File: config.mk
export PLATFORM = sky130hd
export DESIGN_NAME = z_store_stream_sink_flat
export DESIGN_NICKNAME = d
export VERILOG_FILES = /design/src/rtl/z_store_stream_sink_pkg.sv /design/src/rtl/z_store_stream_sink_if.sv /design/src/rtl/z_store_stream_sink_addr_counter.sv /design/src/rtl/z_store_stream_sink.sv /design/src/flat_wrapper.sv
export SDC_FILE = /design/constraint.sdc
export NUM_CORES = 1
export LEC_CHECK = 0
export BUFFER_PORTS_ARGS = -buffer_cell sky130_fd_sc_hd__buf_2
export CORE_MARGIN = 10
export CORE_UTILIZATION = 55
export CTS_CLUSTER_SIZE = 25
export DETAILED_ROUTE_END_ITERATION = 12
export GPL_ROUTABILITY_DRIVEN = 0
export PLACE_DENSITY = 0.8
export SLEW_MARGIN = 0
export SYNTH_ARGS = -nofsm -noshare
export SYNTH_HDL_FRONTEND = slang
export SYNTH_SLANG_ARGS = --single-unit
File: constraint.sdc
create_clock -name clk_i -period 5.1 [get_ports clk_i]
set_input_delay 0.255 -clock clk_i [delete_from_list [all_inputs] [get_ports clk_i]]
set_output_delay 0.255 -clock clk_i [all_outputs]
set_load 0.02 [all_outputs]
File: src/rtl/z_store_stream_sink_pkg.sv
// z_store_stream_sink_pkg
// Shared types and constants for the Z store stream sink.
//   hci_streamer_ctrl_t : store config issued by the Z data scheduler
//   z_sink_state_t      : sink FSM states
//   Z_SINK_BW / Z_SINK_ADDR_W : default beat width and byte-address width
//   Z_SINK_BE_ALL       : full-word byte-enable mask at the default width
package z_store_stream_sink_pkg;

  localparam int unsigned Z_SINK_BW     = 128;
  localparam int unsigned Z_SINK_ADDR_W = 32;

  localparam logic [Z_SINK_BW/8-1:0] Z_SINK_BE_ALL = '1;

  typedef struct packed {
    logic [31:0] base_addr;
    logic [31:0] tot_len;
    logic [31:0] d0_len;
    logic [31:0] d0_stride;
    logic [31:0] d1_stride;
    logic [3:0]  dim_enable_1h;
  } hci_streamer_addressgen_ctrl_t;

  typedef struct packed {
    logic                          req_start;
    hci_streamer_addressgen_ctrl_t addressgen_ctrl;
  } hci_streamer_ctrl_t;

  typedef enum logic {
    Z_SINK_IDLE = 1'b0,
    Z_SINK_RUN  = 1'b1
  } z_sink_state_t;

endpackage

File: src/rtl/z_store_stream_sink_if.sv
// z_store_stream_sink_if
// Bundles the Z result stream and the TCDM write port of the sink.
// Signal names are written from the sink's point of view.
//   data_i / data_valid_i / data_ready_o : Z result beat stream
//   mem_req_o / mem_gnt_i                : TCDM request/grant
//   mem_add_o / mem_wen_o / mem_be_o / mem_data_o : TCDM write payload
// Modports: master = the sink, slave = stream source + memory side.
interface z_store_stream_sink_if
  import z_store_stream_sink_pkg::*;
#(
  parameter int unsigned BW     = Z_SINK_BW,
  parameter int unsigned ADDR_W = Z_SINK_ADDR_W
) ();

  logic [BW-1:0]     data_i;
  logic              data_valid_i;
  logic              data_ready_o;
  logic              mem_req_o;
  logic              mem_gnt_i;
  logic [ADDR_W-1:0] mem_add_o;
  logic              mem_wen_o;
  logic [BW/8-1:0]   mem_be_o;
  logic [BW-1:0]     mem_data_o;

  modport master (
    input  data_i, data_valid_i, mem_gnt_i,
    output data_ready_o, mem_req_o, mem_add_o, mem_wen_o, mem_be_o, mem_data_o
  );

  modport slave (
    output data_i, data_valid_i, mem_gnt_i,
    input  data_ready_o, mem_req_o, mem_add_o, mem_wen_o, mem_be_o, mem_data_o
  );

endinterface

File: src/rtl/z_store_stream_sink_addr_counter.sv
// z_sink_addr_counter
// Beat counter and 1D/2D address-offset walker for the Z store sink.
// Ports:
//   clk_i, rst_ni      : clock, async active-low reset
//   clear_i, load_i    : either one zeroes all counters
//   step_i             : advance by one beat
//   tot_len_i, d0_len_i, d0_stride_i, d1_stride_i, dim1_en_i : latched config
//   offset_o           : current byte offset from the base address
//   last_o             : current beat is the final one of the block
module z_sink_addr_counter
  import z_store_stream_sink_pkg::*;
#(
  parameter int unsigned ADDR_W = Z_SINK_ADDR_W
) (
  input  logic              clk_i,
  input  logic              rst_ni,
  input  logic              clear_i,
  input  logic              load_i,
  input  logic              step_i,
  input  logic [31:0]       tot_len_i,
  input  logic [31:0]       d0_len_i,
  input  logic [ADDR_W-1:0] d0_stride_i,
  input  logic [ADDR_W-1:0] d1_stride_i,
  input  logic              dim1_en_i,
  output logic [ADDR_W-1:0] offset_o,
  output logic              last_o
);

  logic [31:0]       beat_q, beat_d;
  logic [31:0]       d0_idx_q, d0_idx_d;
  logic [ADDR_W-1:0] d0_off_q, d0_off_d;
  logic [ADDR_W-1:0] d1_off_q, d1_off_d;

  // d0_off tracks d0_idx*d0_stride by repeated addition. In 2D mode the
  // inner dimension wraps after d0_len beats and the outer offset steps.
  // All sums wrap modulo 2^ADDR_W on purpose.
  always_comb begin
    beat_d   = beat_q;
    d0_idx_d = d0_idx_q;
    d0_off_d = d0_off_q;
    d1_off_d = d1_off_q;
    if (clear_i || load_i) begin
      beat_d   = '0;
      d0_idx_d = '0;
      d0_off_d = '0;
      d1_off_d = '0;
    end else if (step_i) begin
      beat_d = beat_q + 32'd1;
      if (dim1_en_i && (d0_idx_q == d0_len_i - 32'd1)) begin
        d0_idx_d = '0;
        d0_off_d = '0;
        d1_off_d = d1_off_q + d1_stride_i;
      end else begin
        d0_idx_d = d0_idx_q + 32'd1;
        d0_off_d = d0_off_q + d0_stride_i;
      end
    end
  end

  always_ff @(posedge clk_i or negedge rst_ni) begin
    if (!rst_ni) begin
      beat_q   <= '0;
      d0_idx_q <= '0;
      d0_off_q <= '0;
      d1_off_q <= '0;
    end else begin
      beat_q   <= beat_d;
      d0_idx_q <= d0_idx_d;
      d0_off_q <= d0_off_d;
      d1_off_q <= d1_off_d;
    end
  end

  assign offset_o = d0_off_q + d1_off_q;
  assign last_o   = (beat_q == tot_len_i - 32'd1);

endmodule

File: src/rtl/z_store_stream_sink.sv
// z_store_stream_sink
// Write-side consumer of the Z scheduler's store configs. On req_start it
// latches the address pattern, then pairs each Z result beat with the next
// address and issues one TCDM write per beat. done_o pulses once the block
// is stored and feeds the scheduler's proceed input.
// Ports:
//   clk_i, rst_ni : clock, async active-low reset
//   clear_i       : synchronous soft clear / abort
//   ctrl_i        : store config, sampled only while req_start is high
//   bus (master)  : Z result stream in, TCDM write port out
//   busy_o        : block in progress
//   done_o        : one-cycle pulse after the final beat's grant
//   ctrl_err_o    : sticky, req_start seen while busy
module z_store_stream_sink
  import z_store_stream_sink_pkg::*;
#(
  parameter int unsigned BW     = Z_SINK_BW,
  parameter int unsigned ADDR_W = Z_SINK_ADDR_W
) (
  input  logic                         clk_i,
  input  logic                         rst_ni,
  input  logic                         clear_i,
  input  hci_streamer_ctrl_t           ctrl_i,
  z_store_stream_sink_if.master        bus,
  output logic                         busy_o,
  output logic                         done_o,
  output logic                         ctrl_err_o
);

  z_sink_state_t     state_q, state_d;
  logic [ADDR_W-1:0] base_q, base_d;
  logic [31:0]       tot_len_q, tot_len_d;
  logic [31:0]       d0_len_q, d0_len_d;
  logic [ADDR_W-1:0] d0_stride_q, d0_stride_d;
  logic [ADDR_W-1:0] d1_stride_q, d1_stride_d;
  logic              dim1_en_q, dim1_en_d;
  logic              done_q, done_d;
  logic              ctrl_err_q, ctrl_err_d;

  logic              cnt_load;
  logic              cnt_step;
  logic [ADDR_W-1:0] offset;
  logic              last_beat;
  logic              beat_fire;
  logic              running;

  // Only the first outer dimension is supported; higher enables are dropped.
  logic unused_dim_hi;
  assign unused_dim_hi = ^ctrl_i.addressgen_ctrl.dim_enable_1h[3:1];

  assign running   = (state_q == Z_SINK_RUN);
  assign beat_fire = running && bus.data_valid_i && bus.mem_gnt_i;

  // A zero-length block never enters RUN but still reports done so the
  // scheduler keeps moving. A start arriving while done_o is high is taken
  // normally because the FSM is already back in IDLE.
  always_comb begin
    state_d     = state_q;
    base_d      = base_q;
    tot_len_d   = tot_len_q;
    d0_len_d    = d0_len_q;
    d0_stride_d = d0_stride_q;
    d1_stride_d = d1_stride_q;
    dim1_en_d   = dim1_en_q;
    done_d      = 1'b0;
    ctrl_err_d  = ctrl_err_q;
    cnt_load    = 1'b0;
    cnt_step    = 1'b0;
    if (clear_i) begin
      state_d     = Z_SINK_IDLE;
      base_d      = '0;
      tot_len_d   = '0;
      d0_len_d    = '0;
      d0_stride_d = '0;
      d1_stride_d = '0;
      dim1_en_d   = 1'b0;
      ctrl_err_d  = 1'b0;
    end else begin
      case (state_q)
        Z_SINK_IDLE: begin
          if (ctrl_i.req_start) begin
            cnt_load    = 1'b1;
            base_d      = ctrl_i.addressgen_ctrl.base_addr[ADDR_W-1:0];
            tot_len_d   = ctrl_i.addressgen_ctrl.tot_len;
            d0_len_d    = ctrl_i.addressgen_ctrl.d0_len;
            d0_stride_d = ctrl_i.addressgen_ctrl.d0_stride[ADDR_W-1:0];
            d1_stride_d = ctrl_i.addressgen_ctrl.d1_stride[ADDR_W-1:0];
            dim1_en_d   = ctrl_i.addressgen_ctrl.dim_enable_1h[0];
            if (ctrl_i.addressgen_ctrl.tot_len == 32'd0) begin
              done_d = 1'b1;
            end else begin
              state_d = Z_SINK_RUN;
            end
          end
        end
        Z_SINK_RUN: begin
          if (ctrl_i.req_start) begin
            ctrl_err_d = 1'b1;
          end
          if (beat_fire) begin
            cnt_step = 1'b1;
            if (last_beat) begin
              state_d = Z_SINK_IDLE;
              done_d  = 1'b1;
            end
          end
        end
        default: state_d = Z_SINK_IDLE;
      endcase
    end
  end

  always_ff @(posedge clk_i or negedge rst_ni) begin
    if (!rst_ni) begin
      state_q     <= Z_SINK_IDLE;
      base_q      <= '0;
      tot_len_q   <= '0;
      d0_len_q    <= '0;
      d0_stride_q <= '0;
      d1_stride_q <= '0;
      dim1_en_q   <= 1'b0;
      done_q      <= 1'b0;
      ctrl_err_q  <= 1'b0;
    end else begin
      state_q     <= state_d;
      base_q      <= base_d;
      tot_len_q   <= tot_len_d;
      d0_len_q    <= d0_len_d;
      d0_stride_q <= d0_stride_d;
      d1_stride_q <= d1_stride_d;
      dim1_en_q   <= dim1_en_d;
      done_q      <= done_d;
      ctrl_err_q  <= ctrl_err_d;
    end
  end

  z_sink_addr_counter #(
    .ADDR_W (ADDR_W)
  ) i_addr_counter (
    .clk_i       (clk_i),
    .rst_ni      (rst_ni),
    .clear_i     (clear_i),
    .load_i      (cnt_load),
    .step_i      (cnt_step),
    .tot_len_i   (tot_len_q),
    .d0_len_i    (d0_len_q),
    .d0_stride_i (d0_stride_q),
    .d1_stride_i (d1_stride_q),
    .dim1_en_i   (dim1_en_q),
    .offset_o    (offset),
    .last_o      (last_beat)
  );

  // Data and address go straight to memory; upstream holds data_i stable
  // while stalled, so the request payload stays stable until grant.
  assign bus.mem_req_o    = running && bus.data_valid_i;
  assign bus.data_ready_o = beat_fire;
  assign bus.mem_add_o    = base_q + offset;
  assign bus.mem_wen_o    = 1'b0;
  assign bus.mem_be_o     = '1;
  assign bus.mem_data_o   = bus.data_i;

  assign busy_o     = running;
  assign done_o     = done_q;
  assign ctrl_err_o = ctrl_err_q;

endmodule

File: src/flat_wrapper.sv
// flat-port wrapper written by rule: the top's interface ports become plain ports
module z_store_stream_sink_flat import z_store_stream_sink_pkg::*;
#(
  parameter int unsigned BW     = Z_SINK_BW,
  parameter int unsigned ADDR_W = Z_SINK_ADDR_W
)
  (clk_i, rst_ni, clear_i, ctrl_i, busy_o, done_o, ctrl_err_o, bus_data_i, bus_data_valid_i, bus_mem_gnt_i, bus_data_ready_o, bus_mem_req_o, bus_mem_add_o, bus_mem_wen_o, bus_mem_be_o, bus_mem_data_o);
  z_store_stream_sink_if #(.BW(BW), .ADDR_W(ADDR_W)) bus_i ();
  input  logic clk_i;
  input  logic rst_ni;
  input  logic clear_i;
  input  hci_streamer_ctrl_t ctrl_i;
  output logic busy_o;
  output logic done_o;
  output logic ctrl_err_o;
  input wire logic [$bits(bus_i.data_i)-1:0] bus_data_i;
  input wire logic [$bits(bus_i.data_valid_i)-1:0] bus_data_valid_i;
  input wire logic [$bits(bus_i.mem_gnt_i)-1:0] bus_mem_gnt_i;
  output wire logic [$bits(bus_i.data_ready_o)-1:0] bus_data_ready_o;
  output wire logic [$bits(bus_i.mem_req_o)-1:0] bus_mem_req_o;
  output wire logic [$bits(bus_i.mem_add_o)-1:0] bus_mem_add_o;
  output wire logic [$bits(bus_i.mem_wen_o)-1:0] bus_mem_wen_o;
  output wire logic [$bits(bus_i.mem_be_o)-1:0] bus_mem_be_o;
  output wire logic [$bits(bus_i.mem_data_o)-1:0] bus_mem_data_o;
  assign bus_i.data_i = bus_data_i;
  assign bus_i.data_valid_i = bus_data_valid_i;
  assign bus_i.mem_gnt_i = bus_mem_gnt_i;
  assign bus_data_ready_o = bus_i.data_ready_o;
  assign bus_mem_req_o = bus_i.mem_req_o;
  assign bus_mem_add_o = bus_i.mem_add_o;
  assign bus_mem_wen_o = bus_i.mem_wen_o;
  assign bus_mem_be_o = bus_i.mem_be_o;
  assign bus_mem_data_o = bus_i.mem_data_o;
  z_store_stream_sink #(.BW(BW), .ADDR_W(ADDR_W)) u_core (.clk_i(clk_i), .rst_ni(rst_ni), .clear_i(clear_i), .ctrl_i(ctrl_i), .bus(bus_i), .busy_o(busy_o), .done_o(done_o), .ctrl_err_o(ctrl_err_o));
endmodule
==> results of run 1 <==
==> critical path: stages, from the launching register on <==
cell      delay (ns)
dfrtp_1         0.45
fa_1            0.50
ha_1            0.21
inv_1           0.08
fa_1            0.20
nor2b_1         0.06
o21ai_1         0.20
a31oi_2         0.18
o211ai_1        0.32
a41oi_2         0.23
o211ai_1        0.34
or3b_2          0.49
a21o_1          0.19
a21oi_1         0.17
xnor2_1         0.18
buf_2           0.22
==> cell usage after synthesis (4+ instances only) <==
library cell / count / area, um2
dfrtp_1: 292 / 7310
a22o_1: 179 / 1570
nand2_1: 160 / 601
buf_4: 145 / 1090
nor2_1: 134 / 503
xnor2_1: 125 / 1090
a21oi_1: 120 / 601
ha_1: 96 / 1200
xor2_1: 90 / 788
o21ai_0: 81 / 405
clkbuf_1: 67 / 251
a21o_1: 49 / 368
inv_1: 49 / 184
nand3_1: 44 / 220
nor3_1: 41 / 205
fa_1: 34 / 681
and3_1: 32 / 200
nand4_1: 24 / 150
nor4_1: 24 / 150
or3_1: 23 / 144
nand2b_1: 15 / 93.8
nor2b_1: 15 / 93.8
a211oi_1: 14 / 105
o211ai_1: 13 / 97.6
a31oi_1: 12 / 75.1
mux2i_1: 12 / 120
or4_1: 12 / 90.1
buf_2: 11 / 55.1
o21bai_1: 10 / 75.1
a2111oi_0: 6 / 52.6
a211o_1: 5 / 43.8
and2_1: 5 / 31.3
nand3b_1: 5 / 37.5
nor4b_1: 5 / 43.8
o21a_1: 5 / 37.5
or2_2: 5 / 31.3
a22oi_1: 4 / 30.0
a31o_2: 4 / 35.0
o22ai_1: 4 / 25.0
o31ai_1: 4 / 30.0
o41ai_1: 4 / 35.0
==> sequential cells by signal (all words and copies together) (netlist names) <==
signal / flops
u_core.base_q: 32
u_core.busy_o: 1
u_core.ctrl_err_o: 1
u_core.d0_len_q: 32
u_core.d0_stride_q: 32
u_core.d1_stride_q: 32
u_core.dim1_en_q: 1
u_core.done_o: 1
u_core.i_addr_counter.beat_q: 32
u_core.i_addr_counter.d0_idx_q: 32
u_core.i_addr_counter.d0_off_q: 32
u_core.i_addr_counter.d1_off_q: 32
u_core.tot_len_q: 32
==> per-layer routing <==
layer | GRT usage (%) | vias to the layer above | wire length (um)
met2 | 41.5 | 722 | 26900
li1 | - | 7642 | -
met3 | 5.60 | 128 | 3920
met4 | 8.42 | 2 | 1650
met5 | 0.917 | - | 55
met1 | 29.2 | 8083 | 22200
==> power by group through the flow <==
stage / Sequential, uW / Clock [uW] / Combinational [uW]
6_report: 2490 / 2820 / 880
5_1_grt: 2500 / 2960 / 966
4_1_cts: 2480 / 2850 / 869
3_5_place_dp: 2520 / 0 / 767
3_3_place_gp: 2520 / 0 / 739
2_1_floorplan: 2490 / 0 / 669
==> per-stage QoR <==
stage	hold slack [ns]	total power, uW	area [um2]
after detailed placement	0.403	3290	19900
after global placement	0.397	3260	19900
after floorplan	-0.0406	3160	19500
after CTS	0.00182	6210	22800
final	0.0282	6190	22900
after global routing	0.0306	6420	22900
==> cell usage in the layout (no fill, tap or decap), types with 6 or more instances in the layout <==
cell type and n:
dfrtp_1 292, buf_2 202, a22o_1 179, dlygate4sd3_1 161, nand2_1 160, nor2_1 131, xnor2_1 125, a21oi_1 120
ha_1 96, xor2_1 90, o21ai_0 79, inv_1 49, a21o_1 49, nand3_1 44, nor3_1 41, clkbuf_16 37
fa_1 34, and3_1 32, nand4_1 24, nor4_1 24, or3_1 23, conb_1 17, nor2b_1 14, nand2b_1 14
a211oi_1 14, o211ai_1 13, mux2i_1 12, or4_1 12, buf_4 12, a31oi_1 11, o21bai_1 10, bufinv_16 8
a2111oi_0 6, clkbuf_8 6
==> timing repair <==
item                                    in CTS  in global routing
endpoints found under the setup margin       0                  5
hold buffers                               161                  0
hold endpoints to repair                   272                  0
gates resized for setup                      0                  5
==> kinds of logic (layout without fill, tap and decap cells) <==
| family | after synthesis | in the layout | share of synthesized area [%] |
|---|---|---|---|
| AND/OR/NAND/NOR | 564 | 564 | 14.2 |
| AO/OA/AOI/OAI | 546 | 546 | 19.9 |
| flip-flops | 292 | 292 | 37.5 |
| buffers and inverters | 276 | 492 | 8.23 |
| XOR/XNOR | 215 | 215 | 9.66 |
| adder cells (fa/ha/maj) | 130 | 130 | 9.66 |
| multiplexers | 14 | 14 | 0.732 |
| other | 2 | 18 | 0.0385 |
==> area by class of cell <==
cell class | count | area (um2)
Fill cell | 2608 | 11800
Multi-Input combinational cell | 1486 | 10700
Sequential cell | 292 | 7310
Timing Repair Buffer | 381 | 2830
Clock buffer | 47 | 1020
Tap cell | 455 | 569
Clock inverter | 14 | 273
Inverter | 50 | 188
Antenna cell | 1 | 2.50
==> path summary, 6_finish.rpt <==
| path | slack, ns | end | cells after the start |
|---|---|---|---|
| worst min-delay path | 0.03 | u_core.ctrl_err_o | 2 |
| worst min register to register | 0.51 | u_core.d1_stride_q[24] | 1 |
| min in group asynchronous | 0.39 | u_core.d0_len_q[21] | 2 |
| max in group asynchronous | 3.34 | u_core.d1_stride_q[28] | 3 |
| worst max register to register | 0.70 | u_core.i_addr_counter.d0_idx_q[0] | 12 |
| worst max-delay path | 0.29 | bus_mem_add_o[25] | 15 |
==> results.md, run 1 <==
- Drt wl/cell: 20.1 um
- Die Wd: 208 um
- Worst setup margin: 0.292 ns
- Detailed Routing Iterations Pass 1: 7
- Area Overhead vs Synth: 17.3%
- DRC Markers: 0
- Slew HR: 38.3%
- Flop pwr share: 40.2%
- Sw Ratio: 25.7%
- Post-route ant nets: 0
- Post-Syn Area per Cell: 9.56 um2
- Sink Count: 292
- DR iter-0 viols: 1257
- Worst EP required: 4.85 ns
- Via-per-instance ratio: 6.08
- Gr ovfl total: 0
- H-tree depth: 2
- Worst hold path type: in -> reg
- Synth unique cells: 75
- Max frequency: 208 MHz
- Crit path max fanout: 4
- CP Class: reg -> out
- Max Cap Viol: 0
- Synth Warn #: 0
- Clock share of power: 45.6%
- Initial Util: 56.1%
- Num CTS Buffers: 35
- Crit end category: output port
- DP HPWL: 36600 um
- RSZ-0062 raised after global routing: no
- CP startpoint kind: flop
- Total setup buffers inserted after CTS: 0
- Worst-skew pair later-pin latency: 0.52 ns
- Final min period: 4.81 ns
- Clock transition at the registers of the reported paths: 0.06 ns
- Place WS: 0.707 ns
- Sequential cell area fraction in the yosys report: 37.5%
- Sw Pwr: 1590 uW
- Min-Delay Startpoint: clear_i
- Initial antenna violation count: 1
- Via count of the first global-routing pass: 17029
- Final instance count without filler cells: 2726
- Post-Synthesis Cells: 2039
- CORE AREA: 34700 um2
- Outcome: finished, final reports clean
- Deepest clock path buffer count: 3
- Internal cell power: 4600 uW
- VDD IR max: 0.308 mV
- Root Buffer: clkbuf_16
- Final wirelength: 54700 um
- Total negative slack: 0 ns
- Asr flop ratio synth: 100%
- Hold Vio Cnt, Final: 0
- DP Cell Count: 2503
- First-pass GRT wire length: 88400 um
- Final Cycle Share: 94.3%
- Largest net degree at the start of global routing: 162
- #FFs+latches synth: 292
- Worst setup path start: u_core.i_addr_counter.d0_off_q[1]
- Util after Layout: 65.9%
- Static Leak: 0.0112 uW
- Netlist Area Pre-Place: 19500 um2
- Rows: 68
- GRT Util Overall: 24.2%
- TritonCTS clock tree: yes
- Top_reg_cell synth: dfrtp_1
- Share of cells above drive strength 1: 13.3%
- Slew @ Worst Pin: 0.925 ns
- Boundary Pins: 480
- Post-synth EDFFs: 0
- Clock skew: 0.0162 ns
- PortBufs: 203
- Comb pwr share: 14.2%
- Fin nets: 2674
- Die Ht: 208 um
- Vias post-DR: 16577
- Arrival time worst endpoint: 4.55 ns
- Die Area: 43400 um2
- Final setup fails: 0
- Reg-to-reg startpoint: u_core.d0_len_q[0]
- Max-slew violations: 0
- PwrDens: 271 nW/um2
Power figures use the tool's default switching activity.
==> inputs of run 2 (changes only) <==
--- a/config.mk
+++ b/config.mk
@@ -8,10 +8,11 @@
 export BUFFER_PORTS_ARGS = -buffer_cell sky130_fd_sc_hd__buf_2
 export CORE_MARGIN = 10
 export CORE_UTILIZATION = 55
-export CTS_CLUSTER_SIZE = 25
 export DETAILED_ROUTE_END_ITERATION = 12
 export GPL_ROUTABILITY_DRIVEN = 0
+export GPL_TIMING_DRIVEN = 1
 export PLACE_DENSITY = 0.8
+export REMOVE_ABC_BUFFERS = 1
 export SLEW_MARGIN = 0
 export SYNTH_ARGS = -nofsm -noshare
 export SYNTH_HDL_FRONTEND = slang
==> run 2 against run 1 <==
Effect of this change:
- combinational power barely moved
- die area stayed put
- flip-flop and latch count did not move
- setup slack lost 0.17 ns
- fmax decreased by 3.4%
- sequential power is essentially flat
- first-iteration DRC count increased by 21%
==> results.md, run 2 (synthesis results as in run 1) <==
- Outcome: finished, final reports clean
- Boundary Pins: 480
- Worst EP required: 4.85 ns
- PwrDens: 264 nW/um2
- Max-slew violations: 0
- DP HPWL: 57600 um
- Crit path max fanout: 4
- Rows: 68
- Die Wd: 208 um
- Crit-path cells: fa_1 -> ha_1 -> inv_1 -> fa_1 -> nor2b_1 -> o21ai_2 -> a31oi_4 -> o211ai_1 -> a41oi_2 -> o211ai_1 -> a21oi_1 -> nand2b_1 -> nor3_1 -> a211oi_1 -> buf_2
- Share of cells above drive strength 1: 13.5%
- Worst-skew pair later-pin latency: 0.52 ns
- Clock skew: 0.0147 ns
- Final Cycle Share: 97.6%
- Sw Pwr: 1610 uW
- Detailed Routing Iterations Pass 1: 5
- CP top delay family: compound AO/OA/AOI/OAI gates
- Root Buffer: clkbuf_16
- H-tree depth: 2
- Slew HR: 17.4%
- Static Leak: 0.0111 uW
- CP startpoint kind: flop
- CORE AREA: 34700 um2
- Clock share of power: 43.6%
- TritonCTS clock tree: yes
- Flop pwr share: 41.7%
- Slew @ Worst Pin: 1.24 ns
- Gr ovfl total: 0
- Worst hold slack: 0.0193 ns
- Critical path buffers and inverters: 2
- Util after Layout: 65.3%
- VDD IR max: 0.262 mV
- PortBufs: 203
- Initial antenna violation count: 1
- DR iter-0 viols: 1524
- Internal cell power: 4370 uW
- Flop-to-flop setup slack: 0.69 ns
- Worst hold path type: in -> reg
- Most frequent cells in the layout: 292 x dfrtp_1, 202 x buf_2, 179 x a22o_1
- Vias post-DR: 17147
- Clock transition at the registers of the reported paths: 0.06 ns
- Worst path max stage delay: 0.56 ns
- Area Overhead vs Synth: 16.4%
- Comb pwr share: 14.7%
- Max frequency: 201 MHz
- GRT Util Overall: 34.1%
- Sink Count: 292
- Die Area: 43400 um2
- Sw Ratio: 27.0%
- Final setup fails: 0
- Drt wl/cell: 28.1 um
- Largest net degree at the start of global routing: 100
- Hold Vio Cnt, Final: 0
- Max Cap Viol: 0
- DRC Markers: 0
- Die Ht: 208 um
- Worst setup margin: 0.121 ns
- Num CTS Buffers: 35
- Final wirelength: 76500 um
- Via count of the first global-routing pass: 16956
- First-pass GRT wire length: 113000 um
- Crit end category: output port
- Initial Util: 56.1%
- Post-route ant nets: 0
- RSZ-0062 raised after global routing: yes
- Place WS: 0.478 ns
- Most common cell after layout, fill and taps aside: dfrtp_1
- Final min period: 4.98 ns
- Filler cells: 2684
- Arrival time worst endpoint: 4.72 ns
- Fin nets: 2669
- Via-per-instance ratio: 6.30
- CP Class: reg -> out
- Deepest clock path buffer count: 3
- Slowest CP cell: fa_1
-- run 2: what timing repair did --
action | in CTS | in global routing
endpoints found under the hold margin | 246 | 0
endpoints found under the setup margin | 3 | 6
pin swaps | 1 | 2
setup buffers | 0 | 0
resized for setup | 1 | 5
hold buffers | 155 | 0
-- run 2: routing by layer --
layer  track usage [%]  routed length, um
met2              46.9              30700
met4              10.9               2610
met3              24.0              13300
met5              8.03                451
met1              40.5              29500
-- run 2: final timing paths --
kind,from,end,cells past startpoint
setup / recovery,u_core.i_addr_counter.d0_off_q[1],bus_mem_add_o[31],15
hold / removal,ctrl_i[48],u_core.d0_stride_q[12],2
setup reg to reg,u_core.d0_len_q[0],u_core.i_addr_counter.d1_off_q[31],13
hold reg to reg,u_core.d0_stride_q[30],u_core.d0_stride_q[30],1
max in group asynchronous,rst_ni,u_core.d0_stride_q[18],3
min in group asynchronous,rst_ni,u_core.d0_len_q[16],2
-- run 2: power by group through the flow --
| stage | logic (uW) | clock network (uW) | registers, uW |
|---|---|---|---|
| 2_1_floorplan | 499 | 0 | 2490 |
| 5_1_grt | 959 | 2720 | 2500 |
| 3_5_place_dp | 760 | 0 | 2530 |
| 3_3_place_gp | 737 | 0 | 2520 |
| 6_report | 879 | 2610 | 2490 |
| 4_1_cts | 861 | 2630 | 2490 |
-- run 2: per-stage QoR --
stage / cell area (um2) / total power (uW) / setup TNS, ns / cells
2_1_floorplan: 18100 / 2990 / -394.69 / 1828
3_3_place_gp: 19900 / 3260 / 0 / 2504
3_5_place_dp: 19900 / 3290 / 0 / 2504
4_1_cts: 22700 / 5970 / 0 / 2722
5_1_grt: 22700 / 6180 / -0.0745 / 2723
6_report: 22700 / 5980 / 0 / 2723
-- run 2: cell type report --
type                            count  area (um2)  share of cell area [%]
Timing Repair Buffer              376        2710                    12.0
Sequential cell                   292        7310                    32.2
Inverter                           50         188                   0.828
Tap cell                          455         569                    2.51
Clock inverter                     10         111                   0.491
Multi-Input combinational cell   1486       10700                    47.1
Antenna cell                        1        2.50                  0.0110
Clock buffer                       53        1100                    4.83
